[src/rtl/board_ctrl.sv]
// board_ctrl: tic-tac-toe move controller. It owns the 3x3 board, accepts or
// rejects player moves, alternates turns and ends the game on a win or a draw.
// The board is driven into detect_win, and its winner/who_win answer is sampled
// in the single CHECK cycle that follows every accepted move.
//
// Handshake: a move is offered by holding move_valid high for one cycle with
// move_pos set. It is considered only while move_ready=1 (PLAY state). In that
// cycle it is either placed (the state moves to CHECK) or rejected (illegal_move
// pulses on the next cycle). While move_ready=0 (CHECK/OVER) move_valid is
// ignored and is never flagged as illegal.
module board_ctrl #(
  parameter logic [1:0] FIRST_PLAYER = 2'b01
) (
  input  logic       clk,
  input  logic       reset,
  input  logic       new_game,
  input  logic       move_valid,
  input  logic [3:0] move_pos,
  input  logic       winner,
  input  logic [1:0] who_win,
  output logic [1:0] pos1,
  output logic [1:0] pos2,
  output logic [1:0] pos3,
  output logic [1:0] pos4,
  output logic [1:0] pos5,
  output logic [1:0] pos6,
  output logic [1:0] pos7,
  output logic [1:0] pos8,
  output logic [1:0] pos9,
  output logic [1:0] turn,
  output logic       move_ready,
  output logic       illegal_move,
  output logic [3:0] move_count,
  output logic       game_over,
  output logic       draw,
  output logic [1:0] result,
  output logic [1:0] state_dbg
);

  localparam logic [1:0] S_PLAY  = 2'd0;
  localparam logic [1:0] S_CHECK = 2'd1;
  localparam logic [1:0] S_OVER  = 2'd2;

  logic [1:0] r_state;
  logic [1:0] w_state_next;

  logic [1:0] r_board [9];
  logic [1:0] r_turn;
  logic [3:0] r_count;
  logic       r_illegal;
  logic       r_move_ready;
  logic       r_game_over;
  logic       r_draw;
  logic [1:0] r_result;

  logic       w_pos_ok;
  logic [3:0] w_idx;
  logic [1:0] w_cell;
  logic       w_legal;
  logic       w_reject;
  logic       w_clear;

  logic [1:0] w_turn_next;
  logic [1:0] w_result_next;
  logic       w_draw_next;

  // Reset outranks new_game; both wipe the whole game.
  assign w_clear  = reset | new_game;

  // Decode the requested cell; out-of-range positions never index the board.
  assign w_pos_ok = (move_pos >= 4'd1) && (move_pos <= 4'd9);
  assign w_idx    = move_pos - 4'd1;
  assign w_cell   = w_pos_ok ? r_board[w_idx] : 2'b00;
  assign w_legal  = (r_state == S_PLAY) && move_valid && w_pos_ok && (w_cell == 2'b00);
  assign w_reject = (r_state == S_PLAY) && move_valid && !w_legal;

  // State register.
  always_ff @(posedge clk) begin
    if (w_clear) begin
      r_state <= S_PLAY;
    end else begin
      r_state <= w_state_next;
    end
  end

  // Next-state logic: PLAY waits for a legal move, CHECK lasts one cycle,
  // OVER is left only through reset/new_game.
  always_comb begin
    w_state_next = r_state;
    case (r_state)
      S_PLAY:  if (w_legal) w_state_next = S_CHECK;
      S_CHECK: begin
        if (winner || (r_count == 4'd9)) w_state_next = S_OVER;
        else                             w_state_next = S_PLAY;
      end
      S_OVER:  w_state_next = S_OVER;
      default: w_state_next = S_PLAY;
    endcase
  end

  // Outcome logic: resolve the move just placed. Winner is tested before the
  // full-board condition so a win on the ninth move is not called a draw.
  always_comb begin
    w_turn_next   = r_turn;
    w_result_next = r_result;
    w_draw_next   = r_draw;
    if (r_state == S_CHECK) begin
      if (winner) begin
        w_result_next = who_win;
      end else if (r_count == 4'd9) begin
        w_draw_next   = 1'b1;
        w_result_next = 2'b00;
      end else begin
        w_turn_next   = (r_turn == 2'b01) ? 2'b10 : 2'b01;
      end
    end
  end

  // Board, counters and registered outputs.
  always_ff @(posedge clk) begin
    if (w_clear) begin
      for (int i = 0; i < 9; i++) r_board[i] <= 2'b00;
      r_turn       <= FIRST_PLAYER;
      r_count      <= 4'd0;
      r_illegal    <= 1'b0;
      r_move_ready <= 1'b1;
      r_game_over  <= 1'b0;
      r_draw       <= 1'b0;
      r_result     <= 2'b00;
    end else begin
      if (w_legal) begin
        r_board[w_idx] <= r_turn;
        r_count        <= r_count + 4'd1;
      end
      r_turn       <= w_turn_next;
      r_result     <= w_result_next;
      r_draw       <= w_draw_next;
      r_illegal    <= w_reject;
      r_move_ready <= (w_state_next == S_PLAY);
      r_game_over  <= (w_state_next == S_OVER);
    end
  end

  assign pos1         = r_board[0];
  assign pos2         = r_board[1];
  assign pos3         = r_board[2];
  assign pos4         = r_board[3];
  assign pos5         = r_board[4];
  assign pos6         = r_board[5];
  assign pos7         = r_board[6];
  assign pos8         = r_board[7];
  assign pos9         = r_board[8];
  assign turn         = r_turn;
  assign move_ready   = r_move_ready;
  assign illegal_move = r_illegal;
  assign move_count   = r_count;
  assign game_over    = r_game_over;
  assign draw         = r_draw;
  assign result       = r_result;
  assign state_dbg    = r_state;

endmodule
[config.mk]
export PLATFORM = sky130hd
export DESIGN_NAME = board_ctrl
export DESIGN_NICKNAME = d
export VERILOG_FILES = /design/src/rtl/board_ctrl.sv
export SDC_FILE = /design/constraint.sdc
export NUM_CORES = 1
export LEC_CHECK = 0
export BUFFER_PORTS_ARGS = -buffer_cell sky130_fd_sc_hd__buf_2
export CAP_MARGIN = 20
export CORE_UTILIZATION = 49
export CTS_CLUSTER_DIAMETER = 200
export CTS_CLUSTER_SIZE = 16
export DETAILED_ROUTE_END_ITERATION = 10
export PLACE_DENSITY = 0.8
export REMOVE_ABC_BUFFERS = 1
export SYNTH_ARGS = -nofsm -noshare
export SYNTH_HDL_FRONTEND = slang
export SYNTH_SLANG_ARGS = --single-unit
[constraint.sdc]
create_clock -name clk -period 2.8 [get_ports clk]
set_clock_uncertainty 0.2 [all_clocks]
set_input_delay 0.56 -clock clk [delete_from_list [all_inputs] [get_ports clk]]
set_output_delay 0.56 -clock clk [all_outputs]
set_load 0.005 [all_outputs]
==> run_results.csv, run 1 <==
group,metric,value,unit
run,maxCapViolCount,0,
yosys,yosysTopAreaCell,"edfxtp_1",
sta,setup_slack,214,ps
critical_path,arrival,2390,ps
grt,overflow,0,
detailed_routing,wirelength,4520,um
critical_path,worstPathMaxFanout,9,
cells_and_area,area_delta_synth_final,20.8,%
floorplan,dieWidth,69.0,um
placement,place_hpwl,3310,um
critical_path,reg2reg_depth,7,
cts,clkLatencyLatePin,300,ps
sta,timing.fmax,387,MHz
grt,grt_max_degree,19,
detailed_routing,wl_per_cell,15.2,um
cts,cts_tree,"yes",
cts,cts_buffer_depth,2,
cells_and_area,num-fill-cells,355,
sta,period_share,92.3,%
cells_and_area,antenna_cells,0,
detailed_routing,via_count,1660,
yosys,yosysWarnings,0,
critical_path,rr_endpoint,"r_board[14][1]$_DFFE_PP_",
yosys,synth_cell_types,45,
placement,place_ws,-64.8,ps
cts,cts_root_buf,"clkbuf_8",
floorplan,die_h,69.0,um
sta,worst_slew_pin_slew,441,ps
cts,cts_sinks,46,
sta,report.final.slew_viol_count,0,
power,power.density,514,nW/um^2
detailed_routing,dr.pass1.iters,6,
power,leakage,1.18,nW
cells_and_area,final_layout_size_suffix_gt1_share,33.1,%
cts,htreeDepth,2,
cells_and_area,nets,262,
placement,dpl_cell_area,2550,um^2
yosys,ys_seq_area_share,56.4,%
yosys,ys.flop_type,"edfxtp_1",
sta,maxSlewHeadroom,70.5,%
sta,hold_violations,0,
floorplan,rows,24,
yosys,netlist.area_leader.share,43.7,%
cts,cts_buffers,5,
hold_path,min_to,"draw$_SDFFE_PP0P_",
power,peakVddDrop,0.343,mV
critical_path,cp-end-kind,"flop",
grt,track_usage,20.4,%
critical_path,critPathLaunchType,"input pin",
yosys,syn_area_per_cell,11.9,um^2
outcome,outcome,"complete, no violations",
sta,setup_viol,0,
detailed_routing,initialDrtViolationCount,101,
critical_path,r2r_slack,520,ps
detailed_routing,routed_via_density,5.59,
hold_path,worstHoldStart,"draw$_SDFFE_PP0P_",
floorplan,start_util,50.9,%
critical_path,critical_path_class,"input pin to flop",
placement,portBuffers,42,
grt,antenna_found_initial,0,
sta,fin_crit,2590,ps
floorplan,die_area,4760,um^2
sta,hold_ws,277,ps
floorplan,io_pins,43,
grt,grt_pass1_vias,1580,
placement,gp_congestion,0.855,
yosys,syn_inst,185,
hold_path,hold_path.class,"flop to flop",
yosys,ys_seq_elements,46,
hold_path,holdPathStages,2,
floorplan,coreArea,4320,um^2
cts,post_cts_buffers,0,
yosys,synth_edf_count,32,
yosys,syn_area,2200,um^2
placement,numPlacedInstances,289,
cts,path_clk_slew,80,ps
cts,cts-resized-gates,0,
cells_and_area,design_area,2660,um^2
cells_and_area,final_cell_count_no_fill,297,
grt,grt_pass1_wl,7580,um
critical_path,regToRegStartpoint,"r_board[13][0]$_DFFE_PP_",
yosys,ys_async_sr_fraction,0,%
cts,holdBufCountCts,0,
detailed_routing,drc,0,
sta,rsz0062_at_grt,"no",
detailed_routing,ant_nets,0,
yosys,yosys-top-cells-area,"edfxtp_1 (44%), dfxtp_1 (13%), and3_1 (5.4%)",
critical_path,critPathRequiredTime,2610,ps
report_power, final:
part / leakage, nW / internal, mW / total [mW] / switching, mW
Sequential: 0.442 / 0.737 / 0.746 / 0.00909
Combinational: 0.676 / 0.0708 / 0.156 / 0.0856
Clock: 0.0575 / 0.249 / 0.463 / 0.214
Total: 1.18 / 1.06 / 1.37 / 0.309
critical path, stage by stage:
cell and delay (ps):
buf_2 90, inv_1 80, ha_1 300, or3b_2 230, a21oi_1 60, a211oi_1 340
nand4_2 170, buf_4 170, nor2_4 150, and3_1 240
routing by layer:
layer  up-vias  GRT usage, %  wire length, um
met4         0          9.30               93
met2        48          31.7             2180
met1       797          27.2             2070
met3         9          4.97              178
li1        806             -                -
met5         -             0                0
state kept, by name (all words and copies together), names as in the netlist:
register / cells
draw: 1
game_over: 1
move_count: 4
move_ready: 1
illegal_move: 1
turn: 2
state_dbg: 2
r_board: 32
result: 2
kinds of logic (layout without fill, tap and decap cells):
family	after synthesis	count (layout)	share of synthesized area, %
XOR/XNOR	1	1	0.398
AO/OA/AOI/OAI	35	35	11.8
adder cells (fa/ha/maj)	7	7	3.98
AND/OR/NAND/NOR	84	84	21.6
buffers and inverters	9	69	2.56
flip-flops	46	46	56.4
multiplexers	3	3	3.24
Yosys cell counts (3+ instances only):
cell / n
buf_4: 4
and3_1: 19
dfxtp_1: 14
nor3_1: 6
edfxtp_1: 32
nand2_1: 8
a21oi_1: 8
ha_1: 7
a21o_1: 7
o21ai_1: 3
nor2_1: 26
inv_1: 4
nor2_4: 3
cell type report:
class                           instances  area [um^2]  share of cell area [%]
Multi-Input combinational cell        130          903                    34.0
Tap cell                               52         65.1                    2.45
Clock buffer                            8          110                    4.14
Timing Repair Buffer                   57          323                    12.1
Inverter                                4         15.0                   0.565
Sequential cell                        46         1240                    46.7
worst max-delay path by stage:
stage	start	to	slack, ps	cells after the start
global placement	move_pos[0]	r_board[14][1]$_DFFE_PP_	40	10
floorplan	move_pos[0]	r_board[10][0]$_DFFE_PP_	-30	8
CTS	move_pos[0]	r_board[14][0]$_DFFE_PP_	230	10
detailed placement	move_pos[0]	r_board[12][1]$_DFFE_PP_	-60	10
finish	move_pos[0]	r_board[14][1]$_DFFE_PP_	210	10
global route	move_pos[0]	r_board[12][1]$_DFFE_PP_	20	10
per-stage QoR:
stage | setup TNS (ps) | total power, mW | util [%]
after floorplan | -454 | 0.845 | -
after global placement | 0 | 0.914 | 58.9
after detailed placement | -1110 | 0.917 | 58.9
after CTS | 0 | 1.37 | 61.5
after global routing | 0 | 1.42 | 61.5
final | 0 | 1.37 | 61.5
layout by cell type, fill, tap and decap left out, types with 3 or more instances in the layout:
cell / instances
nor2_1: 26
and3_1: 19
nand2_1: 8
nor3_1: 6
buf_2: 42
a21oi_1: 8
o21ai_1: 3
dfxtp_1: 14
a21o_1: 7
nor2_4: 3
edfxtp_1: 32
clkbuf_8: 8
ha_1: 7
buf_4: 15
inv_1: 4
No activity file was read; power rests on OpenSTA's default activity.
==> run 2: changes to the inputs <==
--- a/config.mk
+++ b/config.mk
@@ -11,7 +11,8 @@
 export CTS_CLUSTER_DIAMETER = 200
 export CTS_CLUSTER_SIZE = 16
 export DETAILED_ROUTE_END_ITERATION = 10
-export PLACE_DENSITY = 0.8
+export MAX_ROUTING_LAYER = met4
+export PLACE_DENSITY = 0.78
 export REMOVE_ABC_BUFFERS = 1
 export SYNTH_ARGS = -nofsm -noshare
 export SYNTH_HDL_FRONTEND = slang
==> run 2 against run 1 <==
  * Clock power up 4%
  * Global-route usage down 0.75 points
  * Cell count down 1.0%
  * Critical path type unchanged
  * Highest routed layer unchanged
  * Register-to-register slack about the same
  * Die area unchanged
  * First-iteration DRC count up 33%
  * Critical endpoint is now r_board[12][1]$_DFFE_PP_
  * Core utilization down 0.26 points
  * Combinational power about the same
==> run_results.csv, run 2 (synthesis gave the netlist of run 1 again) <==
group,metric,value,unit
cells_and_area,nets,259,
floorplan,coreArea,4320,um^2
cells_and_area,largest_register_ffs,32,
placement,portBuffers,42,
sta,setup_tns,0,ps
detailed_routing,wl_per_cell,14.5,um
detailed_routing,wirelength,4260,um
grt,track_usage,19.7,%
floorplan,dieWidth,69.0,um
sta,worst_slew_pin_slew,428,ps
power,leakage,1.17,nW
sta,report.final.slew_viol_count,0,
cts,cts-resized-gates,0,
grt,grt_pass1_wl,7050,um
sta,setup_viol,0,
cells_and_area,area_delta_synth_final,20.2,%
cells_and_area,final_cell_mix,"buf_2 (42), edfxtp_1 (32), nor2_1 (26)",
grt,grt_max_degree,19,
power,peakVddDrop,0.489,mV
cells_and_area,multi_input_area,903,um^2
critical_path,cp-end-kind,"flop",
cts,htreeDepth,2,
sta,timing.fmax,397,MHz
detailed_routing,drc,0,
critical_path,arrival,2330,ps
placement,gp_congestion,0.785,
sta,period_share,90.0,%
power,power.density,521,nW/um^2
cts,cts_tree,"yes",
detailed_routing,initialDrtViolationCount,134,
critical_path,critPathLaunchType,"input pin",
cts,cts_buffers,5,
detailed_routing,ant_nets,0,
cells_and_area,design_area,2650,um^2
critical_path,critical_path_class,"input pin to flop",
floorplan,die_area,4760,um^2
cells_and_area,final_layout_size_suffix_gt1_share,31.8,%
grt,grt_pass1_vias,1467,
cts,cts_root_buf,"clkbuf_8",
cells_and_area,final_common_cell,"buf_2",
floorplan,die_h,69.0,um
floorplan,io_pins,43,
power,p_total,1.38,mW
hold_path,hold_path.class,"flop to flop",
critical_path,worstPathMaxFanout,11,
placement,place_hpwl,3110,um
sta,hold_violations,0,
critical_path,critPathRequiredTime,2610,ps
grt,overflow,0,
floorplan,start_util,50.9,%
sta,fin_crit,2520,ps
sta,maxSlewHeadroom,71.2,%
cts,cts_sinks,46,
detailed_routing,dr.pass1.iters,4,
cells_and_area,seq_area,1240,um^2
detailed_routing,routed_via_density,5.51,
cells_and_area,regMostFlops,"r_board",
cells_and_area,num-fill-cells,351,
cts,cts_buffer_depth,2,
cts,post_cts_buffers,0,
cts,clkLatencyLatePin,300,ps
cts,holdBufCountCts,0,
detailed_routing,via_count,1621,
sta,rsz0062_at_grt,"no",
grt,antenna_found_initial,0,
placement,dpl_cell_area,2540,um^2
floorplan,rows,24,
cells_and_area,antenna_cells,0,
outcome,outcome,"complete, no violations",
cts,path_clk_slew,80,ps
run,maxCapViolCount,0,
-- run 2: metal layers --
metal	vias to the layer above	share of wire, %	global-route usage (%)	routed length (um)
li1	804	-	-	-
met1	762	46	27.1	1980
met2	49	46	28.5	1970
met3	6	5.9	4.82	253
met4	0	1.4	7.03	60
met5	-	0	-	0
-- run 2: power by group --
part           total, mW  internal, mW  leakage [nW]  switching [mW]
registers          0.745         0.737         0.442         0.00847
logic              0.153        0.0694         0.668          0.0833
clock network      0.482         0.267        0.0557           0.215
-- run 2: final timing paths --
path	startpoint	endpoint	slack, ps	depth (start not counted)
setup / recovery	move_pos[0]	r_board[12][1]$_DFFE_PP_	280	10
hold / removal	draw$_SDFFE_PP0P_	draw$_SDFFE_PP0P_	270	2
setup reg to reg	r_board[13][0]$_DFFE_PP_	r_board[12][1]$_DFFE_PP_	510	7
hold reg to reg	draw$_SDFFE_PP0P_	draw$_SDFFE_PP0P_	270	2
-- run 2: area by class of cell --
| type | instances | area share [%] |
|---|---|---|
| Tap cell | 52 | 2.46 |
| Clock inverter | 2 | 1.37 |
| Sequential cell | 46 | 46.9 |
| Timing Repair Buffer | 54 | 11.8 |
| Clock buffer | 6 | 2.74 |
| Multi-Input combinational cell | 130 | 34.1 |
| Inverter | 4 | 0.567 |
-- run 2: critical path, cell delays in order --
cell	delay, ps
buf_2	100
inv_1	70
ha_1	290
or3b_2	220
a21oi_1	60
a211oi_1	300
nand4_2	170
buf_12	180
nor2_4	160
and3_1	220
-- run 2: through the flow --
| stage | util (%) | hold slack [ps] | setup slack, ps | std cells |
|---|---|---|---|---|
| after global placement | 58.7 | 252 | 30.8 | 286 |
| after CTS | 61.2 | 280 | 295 | 294 |
| final | 61.2 | 270 | 280 | 294 |
| after detailed placement | 58.7 | 259 | -14.5 | 286 |
| after global routing | 61.2 | 313 | 170 | 294 |
| after floorplan | - | 260 | -26.8 | 180 |
==> run 3: changes to the inputs <==
--- a/config.mk
+++ b/config.mk
@@ -7,6 +7,7 @@
 export LEC_CHECK = 0
 export BUFFER_PORTS_ARGS = -buffer_cell sky130_fd_sc_hd__buf_2
 export CAP_MARGIN = 20
+export CORE_MARGIN = 1.5
 export CORE_UTILIZATION = 49
 export CTS_CLUSTER_DIAMETER = 200
 export CTS_CLUSTER_SIZE = 16
@@ -14,6 +15,8 @@
 export MAX_ROUTING_LAYER = met4
 export PLACE_DENSITY = 0.78
 export REMOVE_ABC_BUFFERS = 1
+export SETUP_SLACK_MARGIN = 0.1
+export SKIP_CTS_REPAIR_TIMING = 1
 export SYNTH_ARGS = -nofsm -noshare
 export SYNTH_HDL_FRONTEND = slang
 export SYNTH_SLANG_ARGS = --single-unit
==> run 3 against run 2 <==
  * Sequential cell count unchanged
  * Via count decreased by 0.12%
  * Critical path depth unchanged
  * Setup slack got worse by 11 ps
  * Core utilization increased by 0.95 points
  * First-iteration DRC count decreased by 36%
  * Cell count increased by 0.34%
  * Clock-buffer cell count increased by 1
  * Critical path type unchanged
  * Critical endpoint is now r_board[13][0]$_DFFE_PP_
==> run_results.csv, run 3 (synthesis gave the netlist of run 1 again) <==
group,metric,value,unit
detailed_routing,wl_met2,2050,um
cts,cts_buffer_depth,2,
cells_and_area,largest_register_ffs,32,
grt,track_usage,19.0,%
sta,setup_viol,0,
cts,cts_tree,"yes",
power,peakVddDrop,0.385,mV
cells_and_area,utilization,62.2,%
floorplan,start_util,50.9,%
floorplan,coreArea,4320,um^2
cts,cts_buffers,5,
sta,report.final.slew_viol_count,0,
sta,timing.fmax,395,MHz
sta,hold_violations,0,
cells_and_area,final_layout_size_suffix_gt1_share,32.9,%
floorplan,die_area,4900,um^2
grt,antenna_found_initial,0,
detailed_routing,top_layer,"met4",
floorplan,rows,24,
power,leakage,1.19,nW
detailed_routing,ant_nets,0,
run,maxCapViolCount,0,
detailed_routing,wl_per_cell,14.6,um
floorplan,io_pins,43,
placement,portBuffers,42,
sta,fin_crit,2530,ps
critical_path,worstPathMaxFanout,11,
critical_path,critPathRequiredTime,2610,ps
grt,overflow,0,
cts,htreeDepth,2,
detailed_routing,met3_length,193,um
floorplan,dieWidth,70.0,um
floorplan,die_h,70.0,um
grt,grt_pass1_wl,7020,um
detailed_routing,dr.pass1.iters,4,
cts,path_clk_slew,80,ps
placement,place_ws,-39.0,ps
cells_and_area,regMostFlops,"r_board",
cts,cts_root_buf,"clkbuf_8",
detailed_routing,wirelength,4320,um
placement,place_hpwl,3150,um
detailed_routing,drc,0,
critical_path,cp-end-kind,"flop",
sta,worst_slew_pin_slew,439,ps
cells_and_area,nets,260,
cells_and_area,final_cell_mix,"buf_2 (42), edfxtp_1 (32), nor2_1 (26)",
critical_path,arrival,2340,ps
cts,cts_sinks,46,
critical_path,critPathLaunchType,"input pin",
cells_and_area,antenna_cells,0,
placement,gp_congestion,0.824,
detailed_routing,routed_via_density,5.49,
detailed_routing,wl_met1,2010,um
sta,maxSlewHeadroom,70.6,%
cells_and_area,final_common_cell,"buf_2",
power,power.density,543,nW/um^2
detailed_routing,via_count,1619,
sta,period_share,90.4,%
outcome,outcome,"complete, no violations",
grt,grt_max_degree,19,
cells_and_area,area_delta_synth_final,22.1,%
sta,rsz0062_at_grt,"no",
cts,clkLatencyLatePin,290,ps
detailed_routing,initialDrtViolationCount,86,
grt,grt_pass1_vias,1524,
sta,hold_ws,265,ps
sta,setup_slack,269,ps
hold_path,hold_path.class,"flop to flop",
critical_path,critical_path_class,"input pin to flop",
## run 3: changes by cell type in the layout (fill, tap and decap cells not counted)
| cell | before | now |
|---|---|---|
| clkbuf_1 | 1 | 0 |
| a211oi_2 | 1 | 2 |
| inv_4 | 1 | 0 |
| a211oi_1 | 2 | 1 |
| clkbuf_16 | 0 | 1 |
| buf_4 | 11 | 12 |
| clkbuf_8 | 5 | 6 |
## run 3: per-layer routing
| metal | GRT usage, % | up-vias |
|---|---|---|
| met5 | - | - |
| met4 | 7.05 | 0 |
| met3 | 2.74 | 4 |
| met2 | 31.2 | 49 |
| met1 | 24.1 | 769 |
| li1 | - | 797 |
## run 3: power breakdown
part	leakage (nW)	switching [mW]	internal, mW
sequential	0.442	0.00857	0.737
clock	0.0696	0.213	0.345
combinational	0.674	0.0852	0.0707
## run 3: metrics by stage
| stage | total power, mW | setup TNS [ps] | cells | cell area [um^2] |
|---|---|---|---|---|
| 2_1_floorplan | 0.845 | -454 | 180 | 2160 |
| 3_3_place_gp | 0.913 | 0 | 287 | 2540 |
| 3_5_place_dp | 0.916 | -467 | 287 | 2540 |
| 4_1_cts | 1.46 | 0 | 295 | 2680 |
| 5_1_grt | 1.51 | 0 | 295 | 2690 |
| 6_report | 1.46 | 0 | 295 | 2690 |
## run 3: worst paths after layout
path                                                 end  slack, ps  depth (start not counted)                      from
worst min-delay path                   draw$_SDFFE_PP0P_        270                          2         draw$_SDFFE_PP0P_
worst min register to register         draw$_SDFFE_PP0P_        270                          2         draw$_SDFFE_PP0P_
worst max-delay path            r_board[13][0]$_DFFE_PP_        270                         10               move_pos[0]
worst max register to register  r_board[13][0]$_DFFE_PP_        520                          7  r_board[13][0]$_DFFE_PP_
## run 3: cell type report
cell class	count	area [um^2]
multi-input cells	130	908
inverters	4	15.0
fillers	355	1640
clock inverters	1	30.0
flip-flops and latches	46	1240
repair buffers	55	320
clock buffers	7	108
well taps	52	65.1
## run 3: critical path: stages
cell	delay [ps]
buf_2	100
inv_1	70
ha_1	300
and3b_2	240
a31oi_2	170
o22a_1	210
nand4_2	120
buf_12	180
nor2_4	160
and3_1	220
